==> src/rtl/serial_adder_pkg.sv <==
// serial_adder_pkg: types and helpers shared by the serial adder and its slice.
//   state_t   : FSM encoding (IDLE, RUN, DONE)
//   cnt_width : width of the chunk counter for N chunks (minimum 1 bit)
package serial_adder_pkg;

  typedef enum logic [1:0] {
    IDLE = 2'd0,
    RUN  = 2'd1,
    DONE = 2'd2
  } state_t;

  function automatic int unsigned cnt_width(input int unsigned n);
    return (n > 1) ? $clog2(n) : 1;
  endfunction

endpackage

==> src/rtl/adder_slice.sv <==
// adder_slice: combinational CHUNK-bit ripple-carry adder.
// Ports:
//   i_a, i_b : CHUNK-bit addends
//   i_cin    : carry into bit 0
//   o_sum    : CHUNK-bit sum
//   o_cout   : carry out of the top bit
module adder_slice #(
  parameter int unsigned CHUNK = 4
) (
  input  logic [CHUNK-1:0] i_a,
  input  logic [CHUNK-1:0] i_b,
  input  logic             i_cin,
  output logic [CHUNK-1:0] o_sum,
  output logic             o_cout
);

  logic w_c;

  // Bit-serial ripple; w_c carries from bit i into bit i+1.
  always_comb begin
    o_sum  = '0;
    o_cout = 1'b0;
    w_c    = i_cin;
    for (int i = 0; i < int'(CHUNK); i++) begin
      o_sum[i] = i_a[i] ^ i_b[i] ^ w_c;
      w_c      = (i_a[i] & i_b[i]) | (w_c & (i_a[i] ^ i_b[i]));
    end
    o_cout = w_c;
  end

endmodule

==> src/rtl/serial_adder.sv <==
// serial_adder: WIDTH-bit adder that processes CHUNK bits per clock,
// LSB chunk first, through a single adder_slice.
// Optional feature: define SERIAL_ADDER_SUB_EN to add the 'sub' input
// (a - b computed as a + ~b + 1; cout=1 means no borrow).
// Ports:
//   clk   : rising-edge clock
//   rst   : asynchronous active-high reset
//   start : request an add, accepted only while ready=1
//   a, b  : WIDTH-bit operands, sampled on the accepting edge
//   cin   : carry-in, sampled on the accepting edge
//   sub   : (SERIAL_ADDER_SUB_EN only) subtract, sampled with a
//   ready : high in IDLE
//   busy  : high in RUN
//   done  : one-cycle result-valid pulse
//   sum   : WIDTH-bit result, held until the next done
//   cout  : final carry-out, held with sum
module serial_adder
  import serial_adder_pkg::*;
#(
  parameter int unsigned WIDTH = 16,
  parameter int unsigned CHUNK = 4
) (
  input  logic             clk,
  input  logic             rst,
  input  logic             start,
  input  logic [WIDTH-1:0] a,
  input  logic [WIDTH-1:0] b,
  input  logic             cin,
`ifdef SERIAL_ADDER_SUB_EN
  input  logic             sub,
`endif
  output logic             ready,
  output logic             busy,
  output logic             done,
  output logic [WIDTH-1:0] sum,
  output logic             cout
);

  localparam int unsigned N     = WIDTH / CHUNK;
  localparam int unsigned CNT_W = cnt_width(N);
  localparam int unsigned IDX_W = $clog2(WIDTH) + 1;

  if ((N == 0) || (N * CHUNK != WIDTH)) begin : g_bad_cfg
    $error("serial_adder: WIDTH must be a non-zero multiple of CHUNK");
  end

  state_t             r_state;
  state_t             w_state_next;
  logic [WIDTH-1:0]   r_a;
  logic [WIDTH-1:0]   r_b;
  logic               r_carry;
  logic [CNT_W-1:0]   r_cnt;
  logic [WIDTH-1:0]   r_psum;
  logic [WIDTH-1:0]   r_sum;
  logic               r_cout;

  logic               w_accept;
  logic               w_last;
  logic [IDX_W-1:0]   w_base;
  logic [CHUNK-1:0]   w_chunk_sum;
  logic               w_chunk_cout;
  logic [WIDTH-1:0]   w_psum_next;
  logic [WIDTH-1:0]   w_b_in;
  logic               w_carry_in;
  logic               w_ready;
  logic               w_busy;
  logic               w_done;

  assign w_accept = start && (r_state == IDLE);
  assign w_last   = (r_cnt == CNT_W'(N - 1));
  assign w_base   = IDX_W'(r_cnt) * IDX_W'(CHUNK);

  // Operand conditioning at accept: subtraction is a + ~b with carry-in forced to 1.
`ifdef SERIAL_ADDER_SUB_EN
  assign w_b_in     = sub ? ~b : b;
  assign w_carry_in = sub ? 1'b1 : cin;
`else
  assign w_b_in     = b;
  assign w_carry_in = cin;
`endif

  adder_slice #(
    .CHUNK (CHUNK)
  ) u_slice (
    .i_a    (r_a[w_base +: CHUNK]),
    .i_b    (r_b[w_base +: CHUNK]),
    .i_cin  (r_carry),
    .o_sum  (w_chunk_sum),
    .o_cout (w_chunk_cout)
  );

  // Partial sum with the current chunk merged in; on the last chunk this is the full result.
  always_comb begin
    w_psum_next                   = r_psum;
    w_psum_next[w_base +: CHUNK]  = w_chunk_sum;
  end

  // State register.
  always_ff @(posedge clk or posedge rst) begin
    if (rst) r_state <= IDLE;
    else     r_state <= w_state_next;
  end

  // Next-state logic.
  always_comb begin
    w_state_next = r_state;
    case (r_state)
      IDLE:    if (start) w_state_next = RUN;
      RUN:     if (w_last) w_state_next = DONE;
      DONE:    w_state_next = IDLE;
      default: w_state_next = IDLE;
    endcase
  end

  // Output decode from the state register.
  always_comb begin
    w_ready = 1'b0;
    w_busy  = 1'b0;
    w_done  = 1'b0;
    case (r_state)
      IDLE:    w_ready = 1'b1;
      RUN:     w_busy  = 1'b1;
      DONE:    w_done  = 1'b1;
      default: w_ready = 1'b0;
    endcase
  end

  // Datapath: capture on accept, one chunk per RUN edge, publish result on the last chunk.
  always_ff @(posedge clk or posedge rst) begin
    if (rst) begin
      r_a     <= '0;
      r_b     <= '0;
      r_carry <= 1'b0;
      r_cnt   <= '0;
      r_psum  <= '0;
      r_sum   <= '0;
      r_cout  <= 1'b0;
    end else if (w_accept) begin
      r_a     <= a;
      r_b     <= w_b_in;
      r_carry <= w_carry_in;
      r_cnt   <= '0;
      r_psum  <= '0;
    end else if (r_state == RUN) begin
      r_psum  <= w_psum_next;
      r_carry <= w_chunk_cout;
      r_cnt   <= w_last ? '0 : r_cnt + CNT_W'(1);
      if (w_last) begin
        r_sum  <= w_psum_next;
        r_cout <= w_chunk_cout;
      end
    end
  end

  assign ready = w_ready;
  assign busy  = w_busy;
  assign done  = w_done;
  assign sum   = r_sum;
  assign cout  = r_cout;

endmodule

==> config.mk <==
export PLATFORM = sky130hd
export DESIGN_NAME = serial_adder
export DESIGN_NICKNAME = d
export VERILOG_FILES = /design/src/rtl/serial_adder_pkg.sv /design/src/rtl/adder_slice.sv /design/src/rtl/serial_adder.sv
export SDC_FILE = /design/constraint.sdc
export NUM_CORES = 1
export LEC_CHECK = 0
export CAP_MARGIN = 20
export CORE_MARGIN = 2
export CORE_UTILIZATION = 57
export CTS_BUF_LIST = sky130_fd_sc_hd__clkbuf_16
export CTS_CLUSTER_DIAMETER = 50
export CTS_CLUSTER_SIZE = 8
export DETAILED_ROUTE_END_ITERATION = 7
export PLACE_DENSITY_LB_ADDON = 0.08
export SYNTH_ARGS = -nofsm -noshare
export SYNTH_HDL_FRONTEND = slang
export SYNTH_SLANG_ARGS = --single-unit
==> constraint.sdc <==
create_clock -name clk -period 5.9 [get_ports clk]
set_clock_uncertainty 0.1 [all_clocks]
set_input_delay 1.475 -clock clk [delete_from_list [all_inputs] [get_ports clk]]
set_output_delay 1.475 -clock clk [all_outputs]
set_load 0.01 [all_outputs]
==> key figures, run 1 <==
Status
  • Outcome: finished, final reports clean

STA
  • Slew margin rel.: 0.408
  • Setup ws final: 2.18 ns
  • Worst hold slack: 0.381 ns
  • RSZ-0062 raised after global routing: no
  • Max Clk Rate: 269 MHz
  • Final setup violation count: 0
  • Crit share post-route: 0.630
  • Pins over their slew limit: 0
  • Minimum clock period after layout: 3.72 ns
  • Worst-margin pin slew: 0.886 ns
  • Final hold vios: 0
  • Setup TNS: 0 ns

Routing
  • Drt drc: 0
  • Drt via density: between 5 and 6
  • Wirelength, routed: about 6600 um
  • Via Count: 2225
  • Drt wl/cell: 17.0 um
  • Post-route ant nets: 0
  • Pre-Repair DR Iteration Count: 4
  • Drt initial violations: 215

Logic synthesis
  • Area contributors post-synth: dfrtp_1, mux2_2, mux4_2, a21oi_1, a32o_1
  • Largest family of logic cells by synthesized area: multiplexers
  • Synth Area in XOR/XNOR: 0
  • Mapped Area: 0.00335 mm2
  • Area leader, netlist: dfrtp_1
  • Most frequent cell after synthesis: dfrtp_1
  • Number of synthesized flops with an enable pin: 0
  • #FFs+latches synth: 70
  • Seq/Total Area, Yosys: 0.523
  • FFs w/ async S/R, synth: 1.00
  • Top cell type's share of synthesized area: 0.523
  • Post-synthesis simple-gate area fraction: 0.0956
  • Synth cell types: 32
  • YS warnings: 0
  • Syn Nets: 307
  • Post-synthesis mux area share: 0.165
  • Compound-cell area share of the yosys netlist: 0.110
  • Post-Syn Instances: between 200 and 300
  • Post-synthesis adder-cell area fraction: 0.0463
  • Mean Syn Cell Area: 12.8 um2
  • Ys flop type: dfrtp_1
  • Post-synth top cells: dfrtp_1, mux2_2, a21oi_1, nor2_1, inv_1

Layout
  • Area grow syn2layout: 23.7%
  • Share of cells above drive strength 1: 0.189
  • Post-route cell area: roughly 0.0041 mm2
  • Final Util: 0.743
  • Fin nets: 360
  • # diodes: 0
  • Fin cells: 389

Clocking
  • Clock Path Buffers: 2
  • Clock Latency Late Sink: 0.32 ns
  • CTS tree: yes
  • Hold Buf Count CTS: 0
  • CTS HTree Levels: 3
  • CTS Buf Count: 9
  • Root buffer cell: clkbuf_16
  • Cts repair resizes: 0
  • Sink Count: 70
  • Post-CTS Repair Setup Buffers: 0
  • Reg clk slew, reported paths: 0.05 ns

Global route
  • First-pass GRT wire length: 10800 um
  • Largest net degree at the start of global routing: 39
  • Vias in the first global route: 2173
  • Total grt overflow: 0
  • All-Layer GR Usage: 0.227
  • Initial antenna violation count: 0

Power
  • Internal power: 1.65 mW
  • Pwr Density: roughly 640 mW/mm2
  • Sw frac: 0.381
  • Seq pwr share: 0.322
  • Combinational cell fraction of total power: 0.508
  • Net switching power: 1.02 mW
  • VDD IR max: 0.000298 V
  • Clk pwr share: 0.170
  • Pleak: 1.77 nW
  • Design Power: 2.66 mW

Hold path
  • Hold Crit Class: reg2reg
  • Min-delay src: r_psum[3]$_DFFE_PP0P_
  • Hold Path Depth: 1
  • Hold Crit Endpoint: r_psum[3]$_DFFE_PP0P_

Worst setup path
  • RR Endpoint: sum[3]$_DFFE_PP0P_
  • Critical Path End Type: output port
  • Worst-case reg-to-reg path depth: 9
  • Worst Setup Start Kind: flop
  • WP data required: 4.32 ns
  • Crit path max fanout: 12
  • Critical Path AT: 2.14 ns
  • Reg-to-reg startpoint: r_cnt[0]$_DFFE_PP0P_
  • Flop2flop setup slack: 2.73 ns
  • CP Class: reg2out

Placed design
  • Routability Congestion: between 0.8 and 0.9
  • Placed Area: 0.00386 mm2
  • Placed insts: approximately 370
  • Post-DP HPWL: 4440 um
  • Buffers added on ports: 55
  • Setup slack at placement: 2.39 ns

Die
  • I/O pin count: 56
  • Initial Util: 0.601
  • Die width: slightly above 80 um
  • Rows: 27
  • Die height: 80.7 um
  • Core area: 0.00557 mm2
  • Die Area: between 0.006 and 0.007 mm2

Flow run
  • Max-cap violation count: 0
[cell families (layout without fill, tap and decap cells)]
logic type               after synthesis  in the layout
AO/OA/AOI/OAI                         52             52
multiplexers                          41             41
buffers and inverters                 33             89
adder cells (fa/ha/maj)               10             10
AND/OR/NAND/NOR                       55             55
flip-flops                            70             70
[worst max-delay path, stage by stage, from the launching register on]
cell and delay (ns):
dfrtp_1 0.56, or2b_1 0.33, inv_1 0.31, clkdlybuf4s50_1 0.62
[power by group through the flow]
stage / Combinational (mW) / Sequential [mW] / Clock [mW]
detailed placement: 1.33 / 0.863 / 0
global placement: 1.30 / 0.853 / 0
CTS: 1.34 / 0.857 / 0.462
floorplan: 0.945 / 0.832 / 0
global route: 1.48 / 0.887 / 0.480
finish: 1.35 / 0.857 / 0.452
[worst max path at each step]
stage | cells after the start | to | start
2_1_floorplan | 1 | cout$_DFFE_PP0P_ | rst
3_3_place_gp | 4 | r_b[9]$_DFFE_PP0P_ | start
3_5_place_dp | 4 | r_a[12]$_DFFE_PP0P_ | start
4_1_cts | 3 | busy | r_state[0]$_DFFE_PP0P_
5_1_grt | 3 | busy | r_state[0]$_DFFE_PP0P_
6_report | 3 | busy | r_state[0]$_DFFE_PP0P_
[placed cells by master (no fill, tap or decap), types with 7 or more instances in the layout]
master,Yosys,layout
dfrtp_1,70,70
clkdlybuf4s50_1,0,55
mux2_2,33,33
a21oi_1,17,17
nor2_1,17,17
inv_1,14,14
nand2b_1,12,12
nor2b_1,9,9
clkbuf_16,0,9
a32o_1,8,8
mux4_2,8,8
a22o_1,8,8
nand2_1,7,7
[layout make-up]
cell class	instances	area [um2]
sequential	70	1750
tap	72	90.1
inverter	14	52.6
clock inverter	5	20.0
timing repair buffer	61	608
clock buffer	9	225
multi-input combinational	158	1400
fill	386	1430
[flip-flops by register name, indices dropped and copies added (netlist names)]
name	cells
r_psum	16
sum	16
r_b	16
r_cnt	2
r_a	16
r_carry	1
cout	1
r_state	2
[routing by layer]
metal / global-route usage / vias to the layer above / routed length, um
met2: 0.339 / 58 / 3170
met3: 0.0562 / 5 / 350
met1: 0.326 / 1129 / 3040
li1: - / 1033 / -
met5: 0 / - / 0
met4: 0.0763 / 0 / 61
Power figures use the tool's default switching activity.
==> run 2, diff against run 1 <==
--- a/config.mk
+++ b/config.mk
@@ -7,7 +7,7 @@
 export LEC_CHECK = 0
 export CAP_MARGIN = 20
 export CORE_MARGIN = 2
-export CORE_UTILIZATION = 57
+export CORE_UTILIZATION = 53
 export CTS_BUF_LIST = sky130_fd_sc_hd__clkbuf_16
 export CTS_CLUSTER_DIAMETER = 50
 export CTS_CLUSTER_SIZE = 8
==> constraint.sdc (replaced) <==
create_clock -name clk -period 3.6 [get_ports clk]
set_clock_uncertainty 0.1 [all_clocks]
set_input_delay 0.9 -clock clk [delete_from_list [all_inputs] [get_ports clk]]
set_output_delay 0.9 -clock clk [all_outputs]
set_load 0.01 [all_outputs]
==> key figures, run 2 (same netlist as run 1, synthesis figures left out) <==
Status
  • Outcome: finished, final reports clean (unchanged)

Global route
  • Largest net degree at the start of global routing: 39 (unchanged)
  • Total grt overflow: 0 (unchanged)
  • All-Layer GR Usage: 0.213 (was 0.227)
  • Initial antenna violation count: 0 (unchanged)
  • First-pass GRT wire length: 11700 um (was 10800 um)
  • Vias in the first global route: 2307 (was 2173)

Clocking
  • Clock Latency Late Sink: 0.33 ns (was 0.32 ns)
  • CTS HTree Levels: 3 (unchanged)
  • Post-CTS Repair Setup Buffers: 0 (unchanged)
  • Root buffer cell: clkbuf_16 (unchanged)
  • Cts repair resizes: 0 (unchanged)
  • Hold Buf Count CTS: 0 (unchanged)
  • Sink Count: 70 (unchanged)
  • CTS tree: yes (unchanged)
  • CTS Buf Count: 9 (unchanged)
  • Clock Path Buffers: 2 (unchanged)
  • Reg clk slew, reported paths: 0.06 ns (was 0.05 ns)

Routing
  • Wirelength, routed: 6920 um (was 6620 um)
  • Pre-Repair DR Iteration Count: 4 (unchanged)
  • Post-route ant nets: 0 (unchanged)
  • Drt drc: 0 (unchanged)
  • Via Count: 2220 (was 2225)
  • Drt initial violations: 128 (was 215)
  • Drt via density: 5.56 (was 5.72)
  • Drt wl/cell: 17.3 um (was 17.0 um)

STA
  • Minimum clock period after layout: 3.23 ns
  • Pins over their slew limit: 0 (unchanged)
  • Max Clk Rate: 309 MHz
  • Slew margin rel.: 0.497 (was 0.408)
  • Worst hold slack: 0.384 ns (was 0.381 ns)
  • Final setup violation count: 0 (unchanged)
  • RSZ-0062 raised after global routing: no (unchanged)
  • Setup ws final: 0.368 ns (was 2.18 ns)
  • Crit share post-route: 0.898
  • Worst-margin pin slew: 0.755 ns (was 0.886 ns)
  • Final hold vios: 0 (unchanged)
  • Setup TNS: 0 ns (unchanged)

Placed design
  • Placed insts: 383 (was 371)
  • Post-DP HPWL: 4780 um (was 4440 um)
  • Buffers added on ports: 55 (unchanged)
  • Routability Congestion: 0.830 (was 0.831)
  • Setup slack at placement: 0.382 ns (was 2.39 ns)
  • Placed Area: 0.00395 mm2 (was 0.00386 mm2)

Layout
  • # diodes: 0 (unchanged)
  • Fin cells: 399 (was 389)
  • Area grow syn2layout: 27.4% (was 23.7%)
  • Post-route cell area: 0.00427 mm2 (was 0.00414 mm2)
  • Commonest non-fill, non-tap cells in the layout: dfrtp_1, clkdlybuf4s50_1, mux2_2 (unchanged)
  • Fin nets: 365 (was 360)
  • Share of cells above drive strength 1: 0.216 (was 0.189)
  • Commonest non-fill, non-tap cell in the layout: dfrtp_1 (unchanged)

Flow run
  • Max-cap violation count: 0 (unchanged)

Hold path
  • Hold Path Depth: 1 (unchanged)
  • Hold Crit Endpoint: r_psum[9]$_DFFE_PP0P_ (was r_psum[3]$_DFFE_PP0P_)
  • Min-delay src: r_psum[9]$_DFFE_PP0P_ (was r_psum[3]$_DFFE_PP0P_)
  • Hold Crit Class: reg2reg (unchanged)

Worst setup path
  • Reg-to-reg startpoint: r_cnt[0]$_DFFE_PP0P_ (unchanged)
  • Critical Path End Type: flop (was output port)
  • Slowest CP cell: fa_1 (was clkdlybuf4s50_1)
  • CP Class: reg2reg (was reg2out)
  • Worst Setup Start Kind: flop (unchanged)
  • WP data required: 3.75 ns (was 4.32 ns)
  • Crit path max-delay family: adder cells (was buffers and inverters)
  • RR Endpoint: sum[3]$_DFFE_PP0P_ (unchanged)
  • Critical Path AT: 3.38 ns (was 2.14 ns)
  • Flop2flop setup slack: 0.37 ns (was 2.73 ns)
  • CP peak stage delay: 0.70 ns (was 0.62 ns)
  • Crit path max fanout: 8 (was 12)
  • Worst-case reg-to-reg path depth: 11 (was 9)
  • Buf/Inv on CP: 4 (was 2)
  • Cells along the critical path: mux4_2, inv_1, fa_1, inv_1, fa_1, inv_1, fa_1, inv_1, fa_1, a21oi_1, a21oi_1 (was or2b_1, inv_1, clkdlybuf4s50_1)

Die
  • Core area: 0.00603 mm2 (was 0.00557 mm2)
  • Die Area: 0.00697 mm2 (was 0.00651 mm2)
  • I/O pin count: 56 (unchanged)
  • Die height: 83.5 um (was 80.7 um)
  • Initial Util: 0.556 (was 0.601)
  • Die width: 83.5 um (was 80.7 um)
  • Rows: 28 (was 27)

Power
  • Pleak: 1.83 nW (was 1.77 nW)
  • Pwr Density: 1080 mW/mm2 (was 642 mW/mm2)
  • VDD IR max: 0.000547 V (was 0.000298 V)
run 2: cell count changes in the layout (fill, tap and decap cells not counted), moves of 2 or more:
cell | before | now
buf_4 | 2 | 9
clkinv_1 | 3 | 0
buf_12 | 0 | 2
bufinv_16 | 0 | 2
clkbuf_2 | 2 | 0
run 2: worst max-delay path by stage:
stage / depth (start not counted) / to / startpoint
after floorplan: 13 / r_psum[11]$_DFFE_PP0P_ / r_cnt[0]$_DFFE_PP0P_
after global placement: 11 / sum[11]$_DFFE_PP0P_ / r_cnt[0]$_DFFE_PP0P_
after detailed placement: 11 / sum[11]$_DFFE_PP0P_ / r_cnt[0]$_DFFE_PP0P_
after CTS: 11 / sum[11]$_DFFE_PP0P_ / r_cnt[0]$_DFFE_PP0P_
after global routing: 11 / sum[11]$_DFFE_PP0P_ / r_cnt[0]$_DFFE_PP0P_
final: 11 / sum[3]$_DFFE_PP0P_ / r_cnt[0]$_DFFE_PP0P_
run 2: layout make-up:
type | count | area (um2)
clock buffers | 9 | 225
clock inverters | 7 | 90.1
fillers | 419 | 1760
inverters | 14 | 52.6
multi-input cells | 158 | 1400
flip-flops and latches | 70 | 1750
well taps | 75 | 93.8
repair buffers | 66 | 658
run 2: metal layers:
layer | share of wire | vias up | global-route usage
li1 | - | 1047 | -
met1 | 0.47 | 1088 | 0.299
met2 | 0.47 | 72 | 0.335
met3 | 0.044 | 13 | 0.0376
met4 | 0.016 | 0 | 0.0806
met5 | 0 | - | 0
run 2: where the power goes:
group,switching (mW),internal [mW]
clock,0.327,0.602
sequential,0.232,1.16
combinational,1.15,1.12
total,1.71,2.89
run 2: per-stage QoR:
step                total power [mW]  utilization
finish                          4.59        0.708
global route                    4.88        0.708
CTS                             4.61        0.708
detailed placement              3.66        0.656
global placement                3.59        0.656
floorplan                       2.91            -
==> run 3, diff against run 2 <==
--- a/config.mk
+++ b/config.mk
@@ -8,11 +8,11 @@
 export CAP_MARGIN = 20
 export CORE_MARGIN = 2
 export CORE_UTILIZATION = 53
-export CTS_BUF_LIST = sky130_fd_sc_hd__clkbuf_16
 export CTS_CLUSTER_DIAMETER = 50
 export CTS_CLUSTER_SIZE = 8
 export DETAILED_ROUTE_END_ITERATION = 7
 export PLACE_DENSITY_LB_ADDON = 0.08
+export SKIP_CTS_REPAIR_TIMING = 1
 export SYNTH_ARGS = -nofsm -noshare
 export SYNTH_HDL_FRONTEND = slang
 export SYNTH_SLANG_ARGS = --single-unit
==> key figures, run 3 (same netlist as run 1, synthesis figures left out) <==
Worst setup path
  • Worst Setup Start Kind: flop (unchanged)
  • CP Class: reg2reg (unchanged)
  • Cells along the critical path: mux4_2, inv_1, fa_1, inv_1, fa_1, inv_1, fa_1, inv_1, fa_1, a21oi_1, a21oi_1 (unchanged)
  • Crit path max-delay family: adder cells (unchanged)
  • WP data required: 3.76 ns (was 3.75 ns)
  • Critical Path End Type: flop (unchanged)
  • RR Endpoint: sum[3]$_DFFE_PP0P_ (unchanged)
  • Critical Path AT: 3.37 ns (was 3.38 ns)
  • CP peak stage delay: 0.68 ns (was 0.70 ns)
  • Crit path max fanout: 8 (unchanged)
  • Flop2flop setup slack: 0.39 ns (was 0.37 ns)
  • Buf/Inv on CP: 4 (unchanged)
  • Reg-to-reg startpoint: r_cnt[0]$_DFFE_PP0P_ (unchanged)
  • Worst-case reg-to-reg path depth: 11 (unchanged)
  • Slowest CP cell: fa_1 (unchanged)

Placed design
  • Post-DP HPWL: 4780 um (unchanged)
  • Buffers added on ports: 55 (unchanged)
  • Setup slack at placement: 0.382 ns (unchanged)
  • Routability Congestion: 0.830 (unchanged)

Hold path
  • Min-delay src: r_psum[9]$_DFFE_PP0P_ (unchanged)
  • Hold Crit Endpoint: r_psum[9]$_DFFE_PP0P_ (unchanged)
  • Hold Path Depth: 1 (unchanged)
  • Hold Crit Class: reg2reg (unchanged)

Routing
  • Drt drc: 0 (unchanged)
  • Via Count: 2219 (was 2220)
  • Drt wl/cell: 16.8 um (was 17.3 um)
  • Post-route ant nets: 0 (unchanged)
  • Drt via density: 5.56 (about the same)
  • Wirelength, routed: 6710 um (was 6920 um)
  • Pre-Repair DR Iteration Count: 4 (unchanged)
  • Drt initial violations: 133 (was 128)

Layout
  • Fill count: 434 (was 419)
  • Area grow syn2layout: 24.4% (was 27.4%)
  • # diodes: 0 (unchanged)
  • Commonest non-fill, non-tap cells in the layout: dfrtp_1, clkdlybuf4s50_1, mux2_2 (unchanged)
  • Commonest non-fill, non-tap cell in the layout: dfrtp_1 (unchanged)
  • Fin nets: 365 (unchanged)
  • Share of cells above drive strength 1: 0.216 (unchanged)

STA
  • Setup ws final: 0.391 ns (was 0.368 ns)
  • RSZ-0062 raised after global routing: no (unchanged)
  • Final setup violation count: 0 (unchanged)
  • Final hold vios: 0 (unchanged)
  • Setup TNS: 0 ns (unchanged)
  • Minimum clock period after layout: 3.21 ns (was 3.23 ns)
  • Max Clk Rate: 312 MHz (was 309 MHz)
  • Worst-margin pin slew: 0.743 ns (was 0.755 ns)
  • Pins over their slew limit: 0 (unchanged)
  • Slew margin rel.: 0.505 (was 0.497)
  • Worst hold slack: 0.388 ns (was 0.384 ns)
  • Crit share post-route: 0.891 (was 0.898)

Die
  • Die Area: 0.00697 mm2 (unchanged)
  • Rows: 28 (unchanged)
  • Die height: 83.5 um (unchanged)
  • Die width: 83.5 um (unchanged)
  • I/O pin count: 56 (unchanged)
  • Initial Util: 0.556 (unchanged)
  • Core area: 0.00603 mm2 (unchanged)

Clocking
  • CTS HTree Levels: 3 (unchanged)
  • CTS tree: yes (unchanged)
  • Sink Count: 70 (unchanged)
  • CTS Buf Count: 9 (unchanged)
  • Root buffer cell: clkbuf_8 (was clkbuf_16)
  • Reg clk slew, reported paths: 0.08 ns (was 0.06 ns)
  • Clock Path Buffers: 2 (unchanged)
  • Clock Latency Late Sink: 0.34 ns (was 0.33 ns)

Global route
  • First-pass GRT wire length: 11500 um (was 11700 um)
  • All-Layer GR Usage: 0.211 (was 0.213)
  • Total grt overflow: 0 (unchanged)
  • Largest net degree at the start of global routing: 39 (unchanged)
  • Initial antenna violation count: 0 (unchanged)
  • Vias in the first global route: 2246 (was 2307)

Power
  • VDD IR max: 0.000624 V (was 0.000547 V)
  • Pwr Density: 1040 mW/mm2 (was 1080 mW/mm2)
  • Design Power: 4.32 mW (was 4.59 mW)
  • Pleak: 1.78 nW (was 1.83 nW)

Flow run
  • Max-cap violation count: 0 (unchanged)

Status
  • Outcome: finished, final reports clean (unchanged)
-- run 3: per-stage QoR --
stage          instance area, um2  instances   util
2_1_floorplan                3350        261      -
3_3_place_gp                 3950        383  0.656
3_5_place_dp                 3950        383  0.656
4_1_cts                      4170        399  0.691
5_1_grt                      4170        399  0.691
6_report                     4170        399  0.691
-- run 3: power by group --
part	leakage, nW	switching (mW)	total, mW	internal, mW
clock network	0.106	0.293	0.682	0.389
logic	0.815	1.13	2.25	1.12
registers	0.861	0.228	1.39	1.16
total	1.78	1.65	4.32	2.67
-- run 3: how the worst max path moves through the flow --
stage / startpoint / end / depth (start not counted)
5_1_grt: r_cnt[0]$_DFFE_PP0P_ / sum[11]$_DFFE_PP0P_ / 11
3_3_place_gp: r_cnt[0]$_DFFE_PP0P_ / sum[11]$_DFFE_PP0P_ / 11
4_1_cts: r_cnt[0]$_DFFE_PP0P_ / sum[3]$_DFFE_PP0P_ / 11
6_report: r_cnt[0]$_DFFE_PP0P_ / sum[3]$_DFFE_PP0P_ / 11
2_1_floorplan: r_cnt[0]$_DFFE_PP0P_ / r_psum[11]$_DFFE_PP0P_ / 13
3_5_place_dp: r_cnt[0]$_DFFE_PP0P_ / sum[11]$_DFFE_PP0P_ / 11
-- run 3: per-layer routing --
layer | track usage | wire, um | vias up
met5 | 0 | 0 | -
met4 | 0.0850 | 102 | 0
met3 | 0.0356 | 408 | 10
met2 | 0.315 | 3150 | 67
met1 | 0.309 | 3060 | 1098
li1 | - | - | 1044
-- run 3: worst reg2reg max path, stage by stage, from the launching register on --
cell and delay, ns:
dfrtp_1 0.58, mux4_2 0.57, inv_1 0.08, fa_1 0.15, inv_1 0.05, fa_1 0.35, inv_1 0.07, fa_1 0.15
inv_1 0.05, fa_1 0.68, a21oi_1 0.13, a21oi_1 0.18
-- run 3: cell type report --
cell class | count | area (um2) | share of cell area
well taps | 75 | 93.8 | 0.0225
clock buffers | 10 | 128 | 0.0306
flip-flops and latches | 70 | 1750 | 0.420
inverters | 14 | 52.6 | 0.0126
multi-input cells | 158 | 1400 | 0.335
repair buffers | 66 | 658 | 0.158
clock inverters | 6 | 86.3 | 0.0207
